===== src/rtl/cla_pkg.sv =====
// Shared definitions for the pipelined carry-lookahead adder/subtractor.
//   MAX_STAGES : deepest supported pipeline
//   mode_e     : encoding of the add/subtract mode input
//   clog2      : ceiling log2 helper
//   seg_w      : width of one pipeline segment (WIDTH / STAGES)
package cla_pkg;

    localparam int MAX_STAGES = 4;

    typedef enum logic {
        MODE_ADD = 1'b0,
        MODE_SUB = 1'b1
    } mode_e;

    function automatic int clog2(input int value);
        int r;
        r = 0;
        for (int v = value - 1; v > 0; v = v >> 1) begin
            r++;
        end
        return r;
    endfunction

    function automatic int seg_w(input int width, input int stages);
        return width / stages;
    endfunction

endpackage


===== src/rtl/cla_segment.sv =====
// Combinational carry-lookahead segment.
//   a, b   : SEG_W-bit operand slices
//   c_in   : segment carry-in
//   s      : SEG_W-bit sum
//   c_out  : carry out of the segment MSB
//   c_msb  : carry into the segment MSB (used for signed overflow)
// Level 1 forms bit P/G and flat group P/G; level 2 derives every group
// carry directly from c_in and the group P/G, so no carry ripples between
// groups. Bit carries inside a group are likewise flat products.
module cla_segment #(
    parameter int SEG_W = 16,
    parameter int GROUP = 4
) (
    input  logic [SEG_W-1:0] a,
    input  logic [SEG_W-1:0] b,
    input  logic             c_in,
    output logic [SEG_W-1:0] s,
    output logic             c_out,
    output logic             c_msb
);

    localparam int NG = SEG_W / GROUP;

    logic [SEG_W-1:0] p;
    logic [SEG_W-1:0] g;
    logic [SEG_W-1:0] c;
    logic [NG-1:0]    bp;
    logic [NG-1:0]    bg;
    logic [NG:0]      cg;

    assign p     = a ^ b;
    assign g     = a & b;
    assign cg[0] = c_in;

    generate
        for (genvar gi = 0; gi < NG; gi++) begin : g_group
            localparam int BASE = gi * GROUP;

            logic             grp_p;
            logic             grp_g;
            logic             grp_cout;
            logic [GROUP-1:0] bit_c;

            // Group propagate/generate as a sum of products.
            always_comb begin
                logic term;
                grp_p = &p[BASE +: GROUP];
                grp_g = 1'b0;
                for (int i = 0; i < GROUP; i++) begin
                    term = g[BASE + i];
                    for (int k = i + 1; k < GROUP; k++) begin
                        term = term & p[BASE + k];
                    end
                    grp_g = grp_g | term;
                end
            end

            assign bp[gi] = grp_p;
            assign bg[gi] = grp_g;

            // Carry out of this group, straight from the segment carry-in.
            always_comb begin
                logic term;
                grp_cout = c_in;
                for (int k = 0; k <= gi; k++) begin
                    grp_cout = grp_cout & bp[k];
                end
                for (int m = 0; m <= gi; m++) begin
                    term = bg[m];
                    for (int k = m + 1; k <= gi; k++) begin
                        term = term & bp[k];
                    end
                    grp_cout = grp_cout | term;
                end
            end

            assign cg[gi+1] = grp_cout;

            // Carries into each bit of the group from the group carry-in.
            always_comb begin
                logic term;
                logic carry;
                bit_c = '0;
                for (int i = 0; i < GROUP; i++) begin
                    carry = cg[gi];
                    for (int k = 0; k < i; k++) begin
                        carry = carry & p[BASE + k];
                    end
                    for (int m = 0; m < i; m++) begin
                        term = g[BASE + m];
                        for (int k = m + 1; k < i; k++) begin
                            term = term & p[BASE + k];
                        end
                        carry = carry | term;
                    end
                    bit_c[i] = carry;
                end
            end

            assign c[BASE +: GROUP] = bit_c;
        end
    endgenerate

    assign s     = p ^ c;
    assign c_out = cg[NG];
    assign c_msb = c[SEG_W-1];

endmodule


===== src/rtl/cla_pipe_addsub.sv =====
// Parametrised pipelined carry-lookahead adder/subtractor with an elastic
// valid/ready pipeline.
//   clk, rst_n           : clock, asynchronous active-low reset
//   in_valid / in_ready  : operand handshake
//   a, b, c_in, sub      : operands, carry-in (ignored when sub=1), mode
//   out_valid / out_ready: result handshake
//   s, c_out, ovf, zero  : result, MSB carry-out, signed overflow, s==0
// Stage k adds bits [k*SEG +: SEG] using the carry registered by stage k-1.
// Each stage register holds the lower sum bits already produced together
// with the upper operand A bits (one shared data word), the upper operand B
// bits and the running carry. The last stage also forms the flags.
// Optional build macro CLA_PIPE_SAT_EN: signed saturation of s on overflow.
module cla_pipe_addsub
    import cla_pkg::*;
#(
    parameter int WIDTH  = 32,
    parameter int GROUP  = 4,
    parameter int STAGES = 2
) (
    input  logic             clk,
    input  logic             rst_n,
    input  logic             in_valid,
    output logic             in_ready,
    input  logic [WIDTH-1:0] a,
    input  logic [WIDTH-1:0] b,
    input  logic             c_in,
    input  logic             sub,
    output logic             out_valid,
    input  logic             out_ready,
    output logic [WIDTH-1:0] s,
    output logic             c_out,
    output logic             ovf,
    output logic             zero
);

    localparam int SEG  = seg_w(WIDTH, STAGES);
    localparam int LAST = STAGES - 1;

    if ((WIDTH % (STAGES * GROUP)) != 0 || STAGES < 1 || STAGES > MAX_STAGES) begin : g_bad_params
        $error("cla_pipe_addsub: illegal WIDTH=%0d GROUP=%0d STAGES=%0d", WIDTH, GROUP, STAGES);
    end

    logic [WIDTH-1:0] stage_data  [STAGES];
    logic [WIDTH-1:0] stage_b     [STAGES];
    logic             stage_carry [STAGES];
    logic             stage_valid [STAGES];
    logic [STAGES:0]  ready_chain;
    logic             ovf_reg;
    logic             zero_reg;
    mode_e            sub_mode;

    assign sub_mode            = mode_e'(sub);
    assign ready_chain[STAGES] = out_ready;

    generate
        for (genvar gi = 0; gi < STAGES; gi++) begin : g_stage
            // Operand B bits that later stages still need.
            localparam logic [WIDTH-1:0] HI_MASK = {WIDTH{1'b1}} << ((gi + 1) * SEG);

            logic [WIDTH-1:0] d_in;
            logic [WIDTH-1:0] b_in;
            logic             c_in_k;
            logic             v_in;
            logic [SEG-1:0]   seg_sum;
            logic             seg_co;
            logic             seg_cmsb;
            logic [WIDTH-1:0] d_out;
            logic [WIDTH-1:0] d_load;
            logic [WIDTH-1:0] data_reg;
            logic             carry_reg;
            logic             valid_reg;

            // A stage accepts when empty or when its beat moves on this cycle;
            // the chain only depends on registered valids and out_ready.
            assign ready_chain[gi] = !valid_reg || ready_chain[gi+1];

            if (gi == 0) begin : g_src_in
                // Subtraction folds into stage 0; later stages never see the mode.
                assign d_in   = a;
                assign b_in   = (sub_mode == MODE_SUB) ? ~b : b;
                assign c_in_k = (sub_mode == MODE_SUB) ? 1'b1 : c_in;
                assign v_in   = in_valid;
            end else begin : g_src_reg
                assign d_in   = stage_data[gi-1];
                assign b_in   = stage_b[gi-1];
                assign c_in_k = stage_carry[gi-1];
                assign v_in   = stage_valid[gi-1];
            end

            cla_segment #(
                .SEG_W (SEG),
                .GROUP (GROUP)
            ) u_seg (
                .a     (d_in[gi*SEG +: SEG]),
                .b     (b_in[gi*SEG +: SEG]),
                .c_in  (c_in_k),
                .s     (seg_sum),
                .c_out (seg_co),
                .c_msb (seg_cmsb)
            );

            always_comb begin
                d_out                 = d_in;
                d_out[gi*SEG +: SEG]  = seg_sum;
            end

            if (gi == LAST) begin : g_last
                logic ovf_raw;

                assign ovf_raw = seg_cmsb ^ seg_co;

                // d_in[WIDTH-1] is still the untouched sign of operand A here.
`ifdef CLA_PIPE_SAT_EN
                always_comb begin
                    d_load = d_out;
                    if (ovf_raw) begin
                        d_load = d_in[WIDTH-1] ? {1'b1, {(WIDTH-1){1'b0}}}
                                               : {1'b0, {(WIDTH-1){1'b1}}};
                    end
                end
`else
                assign d_load = d_out;
`endif

                always_ff @(posedge clk or negedge rst_n) begin
                    if (!rst_n) begin
                        ovf_reg  <= 1'b0;
                        zero_reg <= 1'b0;
                    end else if (ready_chain[gi] && v_in) begin
                        ovf_reg  <= ovf_raw;
                        zero_reg <= (d_load == '0);
                    end
                end

                assign stage_b[gi] = '0;
            end else begin : g_mid
                logic [WIDTH-1:0] b_reg;

                assign d_load = d_out;

                always_ff @(posedge clk or negedge rst_n) begin
                    if (!rst_n) begin
                        b_reg <= '0;
                    end else if (ready_chain[gi] && v_in) begin
                        b_reg <= b_in & HI_MASK;
                    end
                end

                assign stage_b[gi] = b_reg;
            end

            always_ff @(posedge clk or negedge rst_n) begin
                if (!rst_n) begin
                    valid_reg <= 1'b0;
                    data_reg  <= '0;
                    carry_reg <= 1'b0;
                end else if (ready_chain[gi]) begin
                    valid_reg <= v_in;
                    // Payload only moves with a real beat, so a held or
                    // emptied last stage keeps s stable.
                    if (v_in) begin
                        data_reg  <= d_load;
                        carry_reg <= seg_co;
                    end
                end
            end

            assign stage_data[gi]  = data_reg;
            assign stage_carry[gi] = carry_reg;
            assign stage_valid[gi] = valid_reg;
        end
    endgenerate

    assign in_ready  = ready_chain[0];
    assign out_valid = stage_valid[LAST];
    assign s         = stage_data[LAST];
    assign c_out     = stage_carry[LAST];
    assign ovf       = ovf_reg;
    assign zero      = zero_reg;

endmodule

===== config.mk =====
export PLATFORM = sky130hd
export DESIGN_NAME = cla_pipe_addsub
export DESIGN_NICKNAME = d
export VERILOG_FILES = /design/src/rtl/cla_pkg.sv /design/src/rtl/cla_segment.sv /design/src/rtl/cla_pipe_addsub.sv
export SDC_FILE = /design/constraint.sdc
export NUM_CORES = 1
export LEC_CHECK = 0
export CORE_MARGIN = 2
export CORE_UTILIZATION = 51
export CTS_CLUSTER_SIZE = 8
export DETAILED_ROUTE_END_ITERATION = 8
export PLACE_DENSITY_LB_ADDON = 0.2
export SYNTH_ARGS = -nofsm -noshare
export SYNTH_HDL_FRONTEND = slang
export SYNTH_SLANG_ARGS = --single-unit

===== constraint.sdc =====
create_clock -name clk -period 3.3 [get_ports clk]
set_input_delay 0.495 -clock clk [delete_from_list [all_inputs] [get_ports clk]]
set_output_delay 0.495 -clock clk [all_outputs]
set_load 0.01 [all_outputs]

-- After elaboration in Yosys (flattened, before gate mapping)
Index checks and enable logic that the tools add are counted.
- bits in registers: 86
- output and inout bits: 37
- logic and storage cells: 220
- mux-type cells: 2
- bitwise logic cells: 192
- reductions and logical operators: 17
- operator list (operator ; count):
    bitwise AND 1 bit ; 92
    bitwise OR 1 bit ; 92
    XOR 16 bit ; 4
    bitwise AND 16 bit ; 2
    logical NOT 32 bit ; 1
    2-to-1 mux 32 bit ; 1
    NOT 32 bit ; 1
    AND reduction 4 bit ; 8
    AND reduction 2 bit ; 2
    logical AND 1 bit ; 2
    logical NOT 1 bit ; 2
    logical OR 1 bit ; 2
    2-to-1 mux 1 bit ; 1
    XOR 1 bit ; 1

-- Longest topological paths before layout
Gate-level depths: netlist of the first run.
- depth after elaboration: 21
- gate-level depth with buffers: 16

-- Modules after synthesis
A second synthesis of the first run with hierarchy kept.
- cells, all modules: 399
- area, all modules: 5144.9 sq um
- modules (own cells, without submodules) (module ; times used ; cells each ; area each (sq um) ; sequential area each (sq um)):
    cla_pipe_addsub ; 1 ; 233 ; 3681.0 ; 2152.1
    cla_segment ; 2 ; 83 ; 732.0 ; 0.0

-- Least setup slack after synthesis of the first run
Ideal clock, no wire load.
- kind: in2reg
- from: input port sub
- to: register g_stage[0].data_reg[15]
- setup time: 0.133 ns
- arrival time: 3.225 ns
- required time: 3.167 ns
- path slack: -0.058 ns
- stages: 16
- buffers on the path: 2
- cells stage by stage: buf_6 > clkbuf_1 > xor2_1 > ha_1 > a21o_1 > a21o_1 > a21oi_1 > o21ai_2 > a221oi_4 > inv_1 > ha_1 > o21ai_0 > nand2b_1 > a21oi_1 > xor2_1 > o21ai_0
- word-level cells in the longest chain between the ends: 20
- RTL lines (item ; RTL line ; source):
    start, declared ; cla_pipe_addsub.sv:27 ; input logic sub,
    2-to-1 mux 32 bit ; cla_pipe_addsub.sv:80 ; assign b_in = (sub_mode == MODE_SUB) ? ~b : b;
    bitwise AND 16 bit / XOR 16 bit (equally long branches) ; cla_segment.sv:32, cla_segment.sv:31 ;
    bitwise AND 1 bit (3 in series) ; cla_segment.sv:52 ; term = term & p[BASE + k];
    bitwise OR 1 bit (3 in series) ; cla_segment.sv:54 ; grp_g = grp_g | term;
    bitwise AND 1 bit (2 in series) ; cla_segment.sv:71 ; term = term & bp[k];
    bitwise OR 1 bit (3 in series) ; cla_segment.sv:73 ; grp_cout = grp_cout | term;
    bitwise AND 1 bit (3 in series) ; cla_segment.sv:87 ; carry = carry & p[BASE + k];
    bitwise OR 1 bit (3 in series) ; cla_segment.sv:94 ; carry = carry | term;
    XOR 16 bit * ; cla_segment.sv:104 ; assign s = p ^ c;
    end signal, assigned ; cla_pipe_addsub.sv:162 ; data_reg <= d_load;
    end, declared ; cla_pipe_addsub.sv:69 ; logic [WIDTH-1:0] data_reg;
Mark *: on every way between the ends. The rest lies on a longest branch, timed or not.
A chain may end at the register's enable or synchronous reset.

-- Worst setup path in the final report of the first run
- from: register g_stage[0].data_reg[18]
- to: register zero_reg, in the netlist zero
- word-level cells in the longest chain between the ends: 19
- RTL lines (item ; RTL line ; source):
    XOR 16 bit ; cla_segment.sv:31 ; assign p = a ^ b;
    bitwise AND 1 bit ; cla_segment.sv:52, cla_segment.sv:92 ;
    bitwise AND 1 bit ; cla_segment.sv:52 ;
    bitwise OR 1 bit (3 in series) ; cla_segment.sv:54 ;
    bitwise AND 1 bit (2 in series) ; cla_segment.sv:71 ;
    bitwise OR 1 bit (3 in series) ; cla_segment.sv:73 ;
    bitwise AND 1 bit (3 in series) ; cla_segment.sv:87 ;
    bitwise OR 1 bit (3 in series) ; cla_segment.sv:94 ;
    XOR 16 bit * ; cla_segment.sv:104 ;
    logical NOT 32 bit * ; cla_pipe_addsub.sv:131 ; zero_reg <= (d_load == '0);
    end signal, assigned ; cla_pipe_addsub.sv:131 ;
    end, declared ; cla_pipe_addsub.sv:49 ; logic zero_reg;
Marks and branches as above.

==> results of run 1 <==
-- placed cells by master, fill, tap and decap left out, types with 2 or more instances in the layout --
master                            netlist  routed
sky130_fd_sc_hd__o21a_1                 7       7
sky130_fd_sc_hd__o21ai_1                2       2
sky130_fd_sc_hd__xnor2_1               23      23
sky130_fd_sc_hd__and4_1                 2       2
sky130_fd_sc_hd__nand2_1               51      50
sky130_fd_sc_hd__o21ai_0               49      48
sky130_fd_sc_hd__clkbuf_8               0      10
sky130_fd_sc_hd__dfrtp_1               86      86
sky130_fd_sc_hd__ha_1                  40      40
sky130_fd_sc_hd__inv_1                 14      14
sky130_fd_sc_hd__a21oi_1               18      18
sky130_fd_sc_hd__clkinv_2               0       2
sky130_fd_sc_hd__nor3_1                 8       8
sky130_fd_sc_hd__nand2b_1              10      10
sky130_fd_sc_hd__nand4_1                4       4
sky130_fd_sc_hd__nor2_1                11      10
sky130_fd_sc_hd__nor4_1                 5       5
sky130_fd_sc_hd__mux2_2                36      36
sky130_fd_sc_hd__or2_2                  2       2
sky130_fd_sc_hd__xor2_1                29      29
sky130_fd_sc_hd__o21ai_2                2       3
sky130_fd_sc_hd__a21o_1                 8       8
sky130_fd_sc_hd__nor4b_1                2       2
sky130_fd_sc_hd__clkdlybuf4s50_1        0     104
sky130_fd_sc_hd__buf_4                  0      11
sky130_fd_sc_hd__fa_1                   8       8
sky130_fd_sc_hd__mux2_1                 2       2
-- timing repair --
item	4_1_cts	5_1_grt
buffers inserted	0	0
endpoints found under the setup margin	0	1
gates resized for setup	0	3
endpoints found under the hold margin	0	0
-- critical path: stages, from the launching register on --
cell,delay (ns)
sky130_fd_sc_hd__dfrtp_1,0.41
sky130_fd_sc_hd__ha_1,0.35
sky130_fd_sc_hd__a21oi_1,0.15
sky130_fd_sc_hd__o21ai_1,0.11
sky130_fd_sc_hd__o21ai_2,0.17
sky130_fd_sc_hd__nand2b_1,0.14
sky130_fd_sc_hd__o221ai_1,0.21
sky130_fd_sc_hd__nand2b_1,0.12
sky130_fd_sc_hd__ha_1,0.19
sky130_fd_sc_hd__o21a_1,0.20
sky130_fd_sc_hd__o21a_1,0.19
sky130_fd_sc_hd__or2_2,0.33
sky130_fd_sc_hd__nand4_1,0.11
sky130_fd_sc_hd__nor4b_1,0.06
sky130_fd_sc_hd__a22o_1,0.19
-- cell families (layout without fill, tap and decap cells) --
family	after synthesis	after routing
AO/OA/AOI/OAI	95	95
XOR/XNOR	52	52
adder cells (fa/ha/maj)	48	48
buffers and inverters	33	146
flip-flops	86	86
multiplexers	38	38
AND/OR/NAND/NOR	99	99
-- path summary, 6_finish.rpt --
check / start / endpoint / slack (ns)
max in group asynchronous: rst_n / s[1] / 2.30
setup reg to reg: g_stage[0].data_reg[18] / zero / 0.29
min in group clk: c_out / c_out / 0.49
hold reg to reg: c_out / c_out / 0.49
setup / recovery: g_stage[0].data_reg[18] / zero / 0.29
hold / removal: rst_n / s[11] / 0.31
-- report_power, final --
group	total (W)	internal (W)	switching (W)	leakage (nW)
registers	0.00155	0.00136	0.000190	1.04
logic	0.00159	0.000867	0.000726	1.68
clock network	0.000723	0.000361	0.000362	0.0980
-- layout make-up --
type                       count  area [sq um]
clock buffer                  10           138
fill                         756          2980
timing repair buffer         117          1150
inverter                      15          56.3
sequential                    86          2150
tap                          129           161
clock inverter                 4          48.8
multi-input combinational    332          2600
-- through the flow --
step / hold slack [ns] / std cells
3_3_place_gp: 0.466 / 679
6_report: 0.311 / 693
5_1_grt: 0.409 / 693
2_1_floorplan: 0.199 / 451
3_5_place_dp: 0.473 / 679
4_1_cts: 0.367 / 693
-- per-layer routing --
layer  vias up  wire length [microns]  GRT usage (%)
li1       1772                      -              -
met1      1698                   4550           27.7
met2        78                   4860           34.5
met3        12                    452           4.45
met4         0                    160           7.38
met5         -                      0              0
==> results.md, run 1 <==
Logic synthesis:
- Sequential elements use 44.1% of the synthesized area.
- The fraction of synthesized cell area in xor and xnor cells is 9.32%.
- The complex-gate fraction of the synthesized area is 11.9%.
- The largest total area in the synthesized netlist belongs to sky130_fd_sc_hd__dfrtp_1.
- Measured against the total synthesized area, the mux share comes to 8.76%.
- The most common cell in the netlist is sky130_fd_sc_hd__dfrtp_1.
- Ranked by total cell area, the synthesized netlist is headed by sky130_fd_sc_hd__dfrtp_1 44%, sky130_fd_sc_hd__ha_1 10%, sky130_fd_sc_hd__mux2_2 8.3%.
- After Yosys synthesis, and, or, nand and nor cells account for 9.58% of the synthesized area.
- For this run, the number of Yosys warnings is 0.
- The share of the synthesized area in the top cell type is 44.1%.
- By area, the combinational part of the netlist is dominated by adder cells.
- In the synthesized netlist, the cells that appear most often are 86 x sky130_fd_sc_hd__dfrtp_1, 51 x sky130_fd_sc_hd__nand2_1, 49 x sky130_fd_sc_hd__o21ai_0.
- After synthesis the cells add up to 4880 sq um.
- The number of different library cells used by synthesis comes to 40.
- Averaged over all synthesized cells, the footprint is 10.8 sq um.
- The post-synthesis net count is 569.
- The register bit total from synthesis is 86.
- The arithmetic-cell share of the synthesized area counting full adders, half adders and majority gates is 13.5%.
- For this run, the leading register cell type out of synthesis is sky130_fd_sc_hd__dfrtp_1.
- Yosys mapped a number of flops with a built-in enable equal to 0.
- The share of flip-flops with an asynchronous set or reset is 100%.
- After technology mapping, the gate count stands at 451.

Place:
- Input and output buffers added on the ports amount to 106.
- The HPWL reported at the end of detailed placement is 7.79 mm.
- The worst setup slack before clock tree synthesis is -0.0451 ns.
- The final weighted congestion in routability-driven placement is 0.905.
- The standard cell area after detailed placement is 6120 sq um.

STA:
- In the finished design, the share of the clock period the worst path needs comes to 91.1%.
- Setup repair after global routing left no endpoint under its margin.
- At the pin with the least slew margin, the transition time is 1.05 ns.
- For this run, the top clock speed supported by timing is 332 MHz.
- The final max-slew violation count is 0.
- Setup violations remaining at the end of the flow were counted as 0.
- The shortest clock period the worst path allows after layout is 3.01 ns.
- The setup TNS is 0 ns.
- Across the routed clock network, the largest skew measured is 0.0139 ns.
- The final critical-path setup slack is 0.292 ns.
- The relative slew slack is 30.0%.
- The number of hold violations in the final report is 0.

Floorplanning:
- The row count is 35.
- The die extent in x is 102 microns.
- The floorplan die height is 102 microns.
- Once the floorplan was initialized, standard cells occupied 52.6% of the core.
- The area of the die is 10400 sq um.
- The core region is 9280 sq um.
- The count of boundary I/O pins is 107.

Power and ir drop:
- The power density relative to cell area is 612 nW/um^2.
- The worst-case IR drop observed on VDD is 0.253 mV.
- The leakage component of the power is 2.81 nW.
- The design draws 0.00386 W.

Setup path:
- The critical path arrival is 3.26 ns.
- Along the worst path, the maximum fanout reaches 4.
- The required arrival time at the worst endpoint is 3.55 ns.
- The nature of the critical path startpoint is a flip-flop.
- The length in cells of the worst reg-to-reg path is 14.
- The element type at the critical path end is a flip-flop.
- The critical setup path kind is flip-flop to flip-flop.

Global route:
- The initial antenna violation count is 0.
- Entering global routing, the biggest net connects 87 pins.
- The via count of the first global-routing pass is 3568.
- The global-route wire length before repair is 16.8 mm.
- The global-route usage over all layers is 21.0%.
- The aggregate global routing overflow is 0.

Clocking:
- Counting the buffers created by CTS gives 9.
- TritonCTS built the clock tree.
- For this design, the sink count on the clock tree is 86.
- The clock tree synthesis step divided the H-tree into 3 levels.
- At the later pin of the worst-skew pair, clock insertion delay measures 0.36 ns.
- The root cell of the clock tree is sky130_fd_sc_hd__clkbuf_8.
- The hold-fix buffer count after cts is 0.
- The longest clock path from root to sink contains 2 buffers.
- After clock tree synthesis, the clock-pin slew on the worst setup and hold paths is 0.09 ns.

Route:
- After detailed routing, the number of vias per cell comes to 5.14.
- After detailed routing, the number of remaining DRC violations is 0.
- The wire length per cell after detailed routing is 14.5 microns.
- The total wire length after detailed routing is 10.0 mm.
- The detailed router placed 3560 vias in this run.
- The number of nets with antenna violations after detailed routing is 0.
- The first routing iteration left 112 violations.
- The number of detailed-routing iterations run before antenna repair is 4.

Layout:
- Cells with a size suffix above 1 make up 13.1% of the layout.
- The core utilization of the finished layout is 68.0%.
- The repair_antennas step left the layout with diodes totalling 0.
- The area of all placed cells without fillers is 6310 sq um.
- The net count of the finished layout is 679.
- The post-synthesis to final-layout area growth is 29.1%.

Job:
- Max-cap violations in this run came to 0.

Outcome:
- The flow ran to the end, and the final reports show no timing, DRC or antenna violations.

Hold path:
- The type of the worst min-delay path is input pin to asynchronous set/reset pin.
Note: power is estimated with default switching activity, not from simulation.
==> run 2, diff against run 1 <==
--- a/config.mk
+++ b/config.mk
@@ -6,9 +6,10 @@
 export NUM_CORES = 1
 export LEC_CHECK = 0
 export CORE_MARGIN = 2
-export CORE_UTILIZATION = 51
+export CORE_UTILIZATION = 64
 export CTS_CLUSTER_SIZE = 8
 export DETAILED_ROUTE_END_ITERATION = 8
+export DONT_BUFFER_PORTS = 1
 export PLACE_DENSITY_LB_ADDON = 0.2
 export SYNTH_ARGS = -nofsm -noshare
 export SYNTH_HDL_FRONTEND = slang
==> run 2 against run 1 <==
  * Highest routed layer unchanged
  * Power is 13% lower
  * Clock skew is 0.0048 ns lower
  * Fmax is 2.3% lower
  * Sequential power is 8% higher
  * Largest power group is now sequential cells
  * Critical endpoint unchanged
  * Register-to-register slack worse by 0.07 ns
  * Final cell count is 20% lower
==> results.md, run 2 (same netlist as run 1, synthesis figures left out) <==
Route:
- After detailed routing, the number of remaining DRC violations is 0.
- In this run the remaining antenna-violating nets after routing total 0.
- After detailed routing, the total wire length is 9.43 mm.
- After detailed routing, the number of vias per cell comes to 5.79.
- The final route contains 3201 vias.
- The first detailed-routing pass took 4 iterations.
- The wire length per cell after detailed routing is 17.1 microns.
- The count of routing violations after the opening detailed-route iteration is 114.

Power and ir drop:
- The internal power component is 0.00213 W.
- The leakage component of the power is 2.36 nW.
- The share of total power in the clock network is 19.3%.
- The power density relative to cell area is 648 nW/um^2.
- Total power for the finished layout comes to 0.00334 W.
- In this run, the combinational gates consume 30.7% of the power.
- In this run, flip-flops and latches consume 50.0% of the power.
- The switching component of the power is 0.00121 W.
- The switching part of the total power is 36.2%.
- VDD sags by at most 0.309 mV.

Global route:
- Entering global routing, the biggest net connects 87 pins.
- The global-route wire length before repair is 15.6 mm.
- The via count of the first global-routing pass is 3218.
- Global routing used 23.8% of the available tracks.
- The initial antenna violation count was 0.
- Summed over all layers, the global routing overflow is 0.

Floorplanning:
- 107 I/O pins were placed.
- The die is 91.4 microns wide.
- The floorplan has 31 rows.
- The starting utilization of the core area is 66.6%.
- The area of the die is 8350 sq um.
- The core region is 7330 sq um.
- The floorplan die height is 91.4 microns.

Setup path:
- The capture instance of the worst register-to-register path is zero.
- Of all nets on the critical path, the largest fanout is 4.
- Walking the worst path, the cells encountered are ha_1 -> a21oi_1 -> o21ai_1 -> o21ai_1 -> nand2b_1 -> o221ai_1 -> nand2b_1 -> fa_1 -> nor4b_1 -> nand4_1 -> nor4b_2 -> a22o_1.
- STA classifies the critical path endpoint as a flip-flop.
- The length in cells of the worst reg-to-reg path is 12.
- The largest incremental delay on the critical path is 0.49 ns.
- On the critical path, the stage with the largest delay is an instance of sky130_fd_sc_hd__fa_1.
- STA puts the critical path data arrival time at 3.37 ns.
- STA classifies the critical path startpoint as a flip-flop.
- The start of the worst register-to-register path is g_stage[0].data_reg[18].
- Following the worst setup path forward leads to its endpoint at zero.
- The kind of cell with the highest combined delay along the critical path is simple AND/OR/NAND/NOR gates.
- The worst setup path is of the flip-flop to flip-flop kind.
- The most critical setup path has its startpoint at g_stage[0].data_reg[18].
- In this run the number of cells on the critical path is 12.
- The required arrival time at the worst endpoint is 3.59 ns.
- The number of buffer and inverter stages on the critical path is 0.
- The worst reg-to-reg setup slack is 0.22 ns.

Clocking:
- The tree is rooted in a sky130_fd_sc_hd__clkbuf_8.
- Clock latency on the worst-skew pair, taken at its later pin, is 0.34 ns.
- Counting every sink on the clock net gives 86.
- TritonCTS built the clock tree.
- The clock-pin slew on the worst setup and hold paths is 0.08 ns.
- CTS built an H-tree with a depth of 3.
- The clock passes through at most 2 buffers.
- The CTS buffer count is 9.

STA:
- Setup repair after global routing left no endpoint under its margin.
- The shortest clock period the worst path allows after layout is 3.08 ns.
- In the finished design, the share of the clock period the worst path needs comes to 93.3%.
- Measured against its own limit, the worst slew margin works out to 43.4%.
- Derived from the worst setup path, the maximum achievable clock frequency is 325 MHz.
- At the pin with the least slew margin, the transition time is 0.847 ns.
- The final critical-path setup slack is 0.221 ns.
- Setup violations remaining at the end of the flow were counted as 0.
- The final max-slew violation count is 0.
- Adding up every negative setup slack in the final design gives 0 ns.
- The clock tree skew after final layout is 0.00909 ns.
- The number of hold violations in the final report is 0.

Layout:
- The count of inserted antenna diode cells is 0.
- Once layout is complete, the cells apart from fillers number 553.
- Relative to the synthesized area, the layout overhead comes to 5.66%.
- The library cells used most frequently in the layout, excluding fill and tap cells, are 86 x sky130_fd_sc_hd__dfrtp_1, 50 x sky130_fd_sc_hd__nand2_1, 48 x sky130_fd_sc_hd__o21ai_0, 40 x sky130_fd_sc_hd__ha_1, 36 x sky130_fd_sc_hd__mux2_2.
- At the end of the flow, the number of nets in the layout was 567.
- Cells with a size suffix above 1 make up 14.3% of the layout.
- The most frequent standard cell in the layout excluding fill and tap cells is sky130_fd_sc_hd__dfrtp_1.

Place:
- The worst setup slack before clock tree synthesis is 0.216 ns.
- After detailed placement, the design holds a cell count of 536.
- During placement, the flow inserted port buffers numbering 0.
- Detailed placement finished with a half-perimeter wire length of 7.28 mm.
- At the end of routability-driven placement, the weighted congestion stood at 0.859.

Job:
- Across the run, the number of max-cap violations was 0.

Hold path:
- In this run the worst hold path is classified as input pin to asynchronous set/reset pin.

Outcome:
- The flow ran to the end, and the final reports show no timing, DRC or antenna violations.
run 2: cell type report:
type,instances,area (sq um)
sequential,86,2150
multi-input combinational,332,2600
timing repair buffer,5,57.6
tap,99,124
clock inverter,4,22.5
clock buffer,12,145
inverter,15,56.3
fill,547,2170
run 2: worst reg2reg max path: stages (launching register included):
cell and delay (ns):
sky130_fd_sc_hd__dfrtp_1 0.39, sky130_fd_sc_hd__ha_1 0.34, sky130_fd_sc_hd__a21oi_1 0.14, sky130_fd_sc_hd__o21ai_1 0.10, sky130_fd_sc_hd__o21ai_1 0.19, sky130_fd_sc_hd__nand2b_1 0.15
sky130_fd_sc_hd__o221ai_1 0.23, sky130_fd_sc_hd__nand2b_1 0.13, sky130_fd_sc_hd__fa_1 0.49, sky130_fd_sc_hd__nor4b_1 0.27, sky130_fd_sc_hd__nand4_1 0.16, sky130_fd_sc_hd__nor4b_2 0.28
sky130_fd_sc_hd__a22o_1 0.16
run 2: metal layers:
metal  wire length (microns)  up-vias  global-route usage (%)
met5                       0        -                       0
met4                     165        0                    7.58
met3                     571       16                    5.98
met1                    4020     1541                    31.0
met2                    4680       95                    39.2
li1                        -     1549                       -
run 2: stage by stage:
| step | utilization [%] | instance area, sq um | hold WS, ns |
|---|---|---|---|
| final | 70.4 | 5160 | 0.0563 |
| after global routing | 70.4 | 5160 | 0.0747 |
| after CTS | 70.3 | 5150 | 0.0665 |
| after detailed placement | 67.7 | 4960 | 0.201 |
| after global placement | 67.7 | 4960 | 0.201 |
| after floorplan | - | 4890 | 0.199 |
run 2: worst min-delay path by stage:
| stage | start | end | slack [ns] | depth (start not counted) |
|---|---|---|---|---|
| global placement | rst_n | s[11] | 0.20 | 0 |
| finish | rst_n | g_stage[0].data_reg[29] | 0.06 | 1 |
| CTS | rst_n | g_stage[0].data_reg[26] | 0.07 | 1 |
| detailed placement | rst_n | s[8] | 0.20 | 0 |
| global route | rst_n | s[12] | 0.07 | 1 |
| floorplan | rst_n | c_out | 0.20 | 0 |
run 2: power groups by stage:
stage	clock [W]	combinational (W)	sequential, W
6_report	0.000645	0.00103	0.00167
3_5_place_dp	0	0.000994	0.00170
3_3_place_gp	0	0.000944	0.00168
5_1_grt	0.000699	0.00116	0.00171
4_1_cts	0.000652	0.00102	0.00168
2_1_floorplan	0	0.000803	0.00162
run 2: repair_timing:
action                                  in CTS  in global routing
endpoints found under the setup margin       0                  1
buffers inserted                             0                  0
resized for setup                            0                  2
hold buffers                                 1                  0
endpoints found under the hold margin       86                  0
==> run 3, diff against run 2 <==
--- a/config.mk
+++ b/config.mk
@@ -10,6 +10,7 @@
 export CTS_CLUSTER_SIZE = 8
 export DETAILED_ROUTE_END_ITERATION = 8
 export DONT_BUFFER_PORTS = 1
+export HOLD_SLACK_MARGIN = 0.1
 export PLACE_DENSITY_LB_ADDON = 0.2
 export SYNTH_ARGS = -nofsm -noshare
 export SYNTH_HDL_FRONTEND = slang
==> run 3 against run 2 <==
  * Die area unchanged
  * Setup slack improved by 0.018 ns
  * Sequential power is essentially flat
  * Critical endpoint unchanged
  * Via count increased by 0.47%
  * Register-to-register slack better by 0.02 ns
  * Largest cell class unchanged
  * Non-clock buffer count is 1 higher
  * Global-route usage rose by 0.21 points
  * Power grew 0.26%
  * Clock skew is 0.0021 ns higher
==> results.md, run 3 (same netlist as run 1, synthesis figures left out) <==
Outcome:
- The run finished with clean final reports.

Power and ir drop:
- The logic gate share of total power is 30.8%.
- The power density relative to cell area is 648 nW/um^2.
- The switching part of the total power is 36.3%.
- The analysis attributes to net switching a power of 0.00122 W.
- The share of total power in the clock network is 19.3%.
- The share of total power dissipated in sequential elements is 50.0%.
- Cell internal power was estimated by the tool at 0.00213 W.
- Across the VDD grid, the largest voltage drop is 0.309 mV.
- The leakage component of the power is 2.37 nW.

Setup path:
- The critical setup path kind is flip-flop to flip-flop.
- The nature of the critical path startpoint is a flip-flop.
- The required arrival time at the worst endpoint is 3.59 ns.
- The signal on the critical path passes through ha_1 -> a21oi_1 -> o21ai_1 -> o21ai_1 -> nand2b_1 -> o221ai_1 -> nand2b_1 -> fa_1 -> nor4b_1 -> nand4_1 -> nor4b_2 -> a22o_1.
- Broken down by cell family, the worst path's largest delay share belongs to simple AND/OR/NAND/NOR gates.
- The element type at the critical path end is a flip-flop.
- Data on the critical path arrives at its endpoint at 3.35 ns.
- Counting both buffers and inverters, the worst setup path holds a total of 0.
- On the worst path, the slowest cell contributes a delay of 0.49 ns.
- In this run the worst path has a maximum fanout of 4.
- The cell at the slowest stage of the critical path is sky130_fd_sc_hd__fa_1.

Route:
- After detailed routing, the average wire length per cell comes to 17.3 microns.
- The count of nets left with antenna violations once routing finished came out at 0.
- The total wire length after detailed routing is 9.56 mm.
- The first routing iteration left 141 violations.
- The number of detailed-routing iterations run before antenna repair is 4.
- The total number of vias is 3216.
- The average vias per placed instance is 5.81.
- After detailed routing, the number of remaining DRC violations is 0.

Layout:
- The area of all placed cells without fillers is 5170 sq um.
- The most frequent standard cell in the layout excluding fill and tap cells is sky130_fd_sc_hd__dfrtp_1.
- The layout net count is 568.
- In the layout the commonest cells are 86 x sky130_fd_sc_hd__dfrtp_1, 50 x sky130_fd_sc_hd__nand2_1, 48 x sky130_fd_sc_hd__o21ai_0, 40 x sky130_fd_sc_hd__ha_1, 36 x sky130_fd_sc_hd__mux2_2.
- The area taken by multi-input logic gates is 2600 sq um.
- The count of filler cells inserted in the layout is 542.
- The number of antenna diodes in the final layout is 0.
- The total area of sequential cells is 2150 sq um.
- The core utilization of the finished layout is 70.5%.
- The fraction of layout instances using a drive strength above 1 is 14.3%.
- From synthesis to final layout, the design area changed by 5.87%.

Floorplanning:
- Row generation in the floorplan step produced 31 rows.
- The die is 91.4 microns wide.
- Pin placement for this block handled 107 I/O pins.
- The initial utilization of the core area, before any placement, comes to 66.6%.
- The die covers 8350 sq um.
- The floorplan step defined a core boundary enclosing 7330 sq um.
- From bottom edge to top edge, the die measures 91.4 microns.

STA:
- The share of the cycle needed by the critical path after routing is 92.7%.
- Setup repair after global routing left no endpoint under its margin.
- At the pin with the least slew margin, the transition time is 0.845 ns.
- In this run the tightest slew margin relative to its limit is 43.5%.
- After routing, the total negative slack on setup checks comes to 0 ns.
- The final max-slew violation count was 0.
- The number of hold violations in the final report was 0.
- The tightest hold path in the finished design has a slack of 0.269 ns.
- Setup violations remaining at the end of the flow were counted as 0.
- Timing would allow up to 327 MHz.
- Clock skew on the completed layout was measured at 0.0112 ns.
- After layout, the minimum clock period comes to 3.06 ns.

Clocking:
- After clock tree synthesis, the clock-pin slew on the worst setup and hold paths is 0.08 ns.
- For this design, the sink count on the clock tree is 86.
- The later pin in the worst-skew pair is clocked with a latency of 0.35 ns.
- In this run the number of H-tree levels came out at 3.
- The root cell of the clock tree is sky130_fd_sc_hd__clkbuf_8.
- The CTS buffer count is 9.
- The post-CTS setup buffer count is 0.
- TritonCTS built the clock tree.
- In this run the deepest clock path goes through 2 buffers.

Global route:
- The via count of the first global-routing pass was 3241.
- The global-route usage over all layers is 24.0%.
- The global-route layer with the greatest usage is met2.
- The first global-routing pass estimated 15.8 mm of wire.
- The met1 usage in global routing is 31.4%.
- Global routing consumed, on the met3 layer, 5.81% of the routing resources.
- The met2 global-route usage is 39.4%.
- After global routing the overflow that remains totals 0.
- The initial antenna violation count is 0.
- The pin count of the biggest net entering global routing is 87.

Hold path:
- In this run the worst hold path is classified as input pin to flip-flop.

Place:
- The count of buffers inserted at the top-level ports is 0.
- The congestion estimate from routability-driven global placement came to 0.859.
- The placed instances occupy a cell area of 4960 sq um.
- Detailed placement ended at an HPWL of 7.28 mm.

Job:
- The reported max-cap violation count is 0.
-- run 3: changes by cell type in the layout (fill, tap and decap cells not counted), sizes merged --
cell,before,now
dlygate4sd3,0,1
-- run 3: area by class of cell --
class | instances | area share [%]
tap | 99 | 2.40
sequential | 86 | 41.6
multi-input combinational | 332 | 50.4
clock inverter | 4 | 0.436
clock buffer | 12 | 2.81
timing repair buffer | 6 | 1.31
inverter | 15 | 1.09
-- run 3: final timing paths --
| path | cells past startpoint | end | slack [ns] | startpoint |
|---|---|---|---|---|
| max | 12 | zero | 0.24 | g_stage[0].data_reg[18] |
| min reg2reg | 2 | g_stage[0].g_mid.b_reg[27] | 0.49 | g_stage[0].g_mid.b_reg[27] |
| max reg2reg | 12 | zero | 0.24 | g_stage[0].data_reg[18] |
| min | 1 | g_stage[0].valid_reg | 0.27 | in_valid |
| min in group asynchronous | 2 | g_stage[0].data_reg[29] | 0.75 | rst_n |
| max in group asynchronous | 2 | g_stage[0].data_reg[16] | 2.23 | rst_n |
-- run 3: power groups by stage --
stage / Sequential (W) / Clock (W) / Combinational (W)
2_1_floorplan: 0.00162 / 0 / 0.000803
3_3_place_gp: 0.00168 / 0 / 0.000944
3_5_place_dp: 0.00170 / 0 / 0.000994
4_1_cts: 0.00168 / 0.000652 / 0.00102
5_1_grt: 0.00171 / 0.000700 / 0.00116
6_report: 0.00167 / 0.000647 / 0.00103
-- run 3: worst register-to-register path, delay by kind of cell, from the launching register on --
family | cells | cell delay, ns
adders and majority gates | 2 | 0.83
and+or+nand+nor | 5 | 0.98
AOI/OAI and AO/OA | 5 | 0.82
DFF | 1 | 0.39
-- run 3: per-stage QoR --
| stage | std cells | setup WS [ns] | total power (W) |
|---|---|---|---|
| after floorplan | 451 | 0.0873 | 0.00242 |
| after global placement | 536 | 0.328 | 0.00262 |
| after detailed placement | 536 | 0.216 | 0.00269 |
| after CTS | 554 | 0.123 | 0.00335 |
| after global routing | 554 | 0.00592 | 0.00357 |
| final | 554 | 0.239 | 0.00335 |
-- run 3: metal layers --
layer | part of all wire [%] | wire (microns)
met1 | 44 | 4170
met2 | 49 | 4720
met3 | 5.6 | 534
met4 | 1.5 | 141
met5 | 0 | 0
-- run 3: timing repair --
action / in CTS / in global routing
gates resized for setup: 0 / 2
hold endpoints to repair: 86 / 0
setup endpoints to repair: 0 / 1
hold buffers: 2 / 0
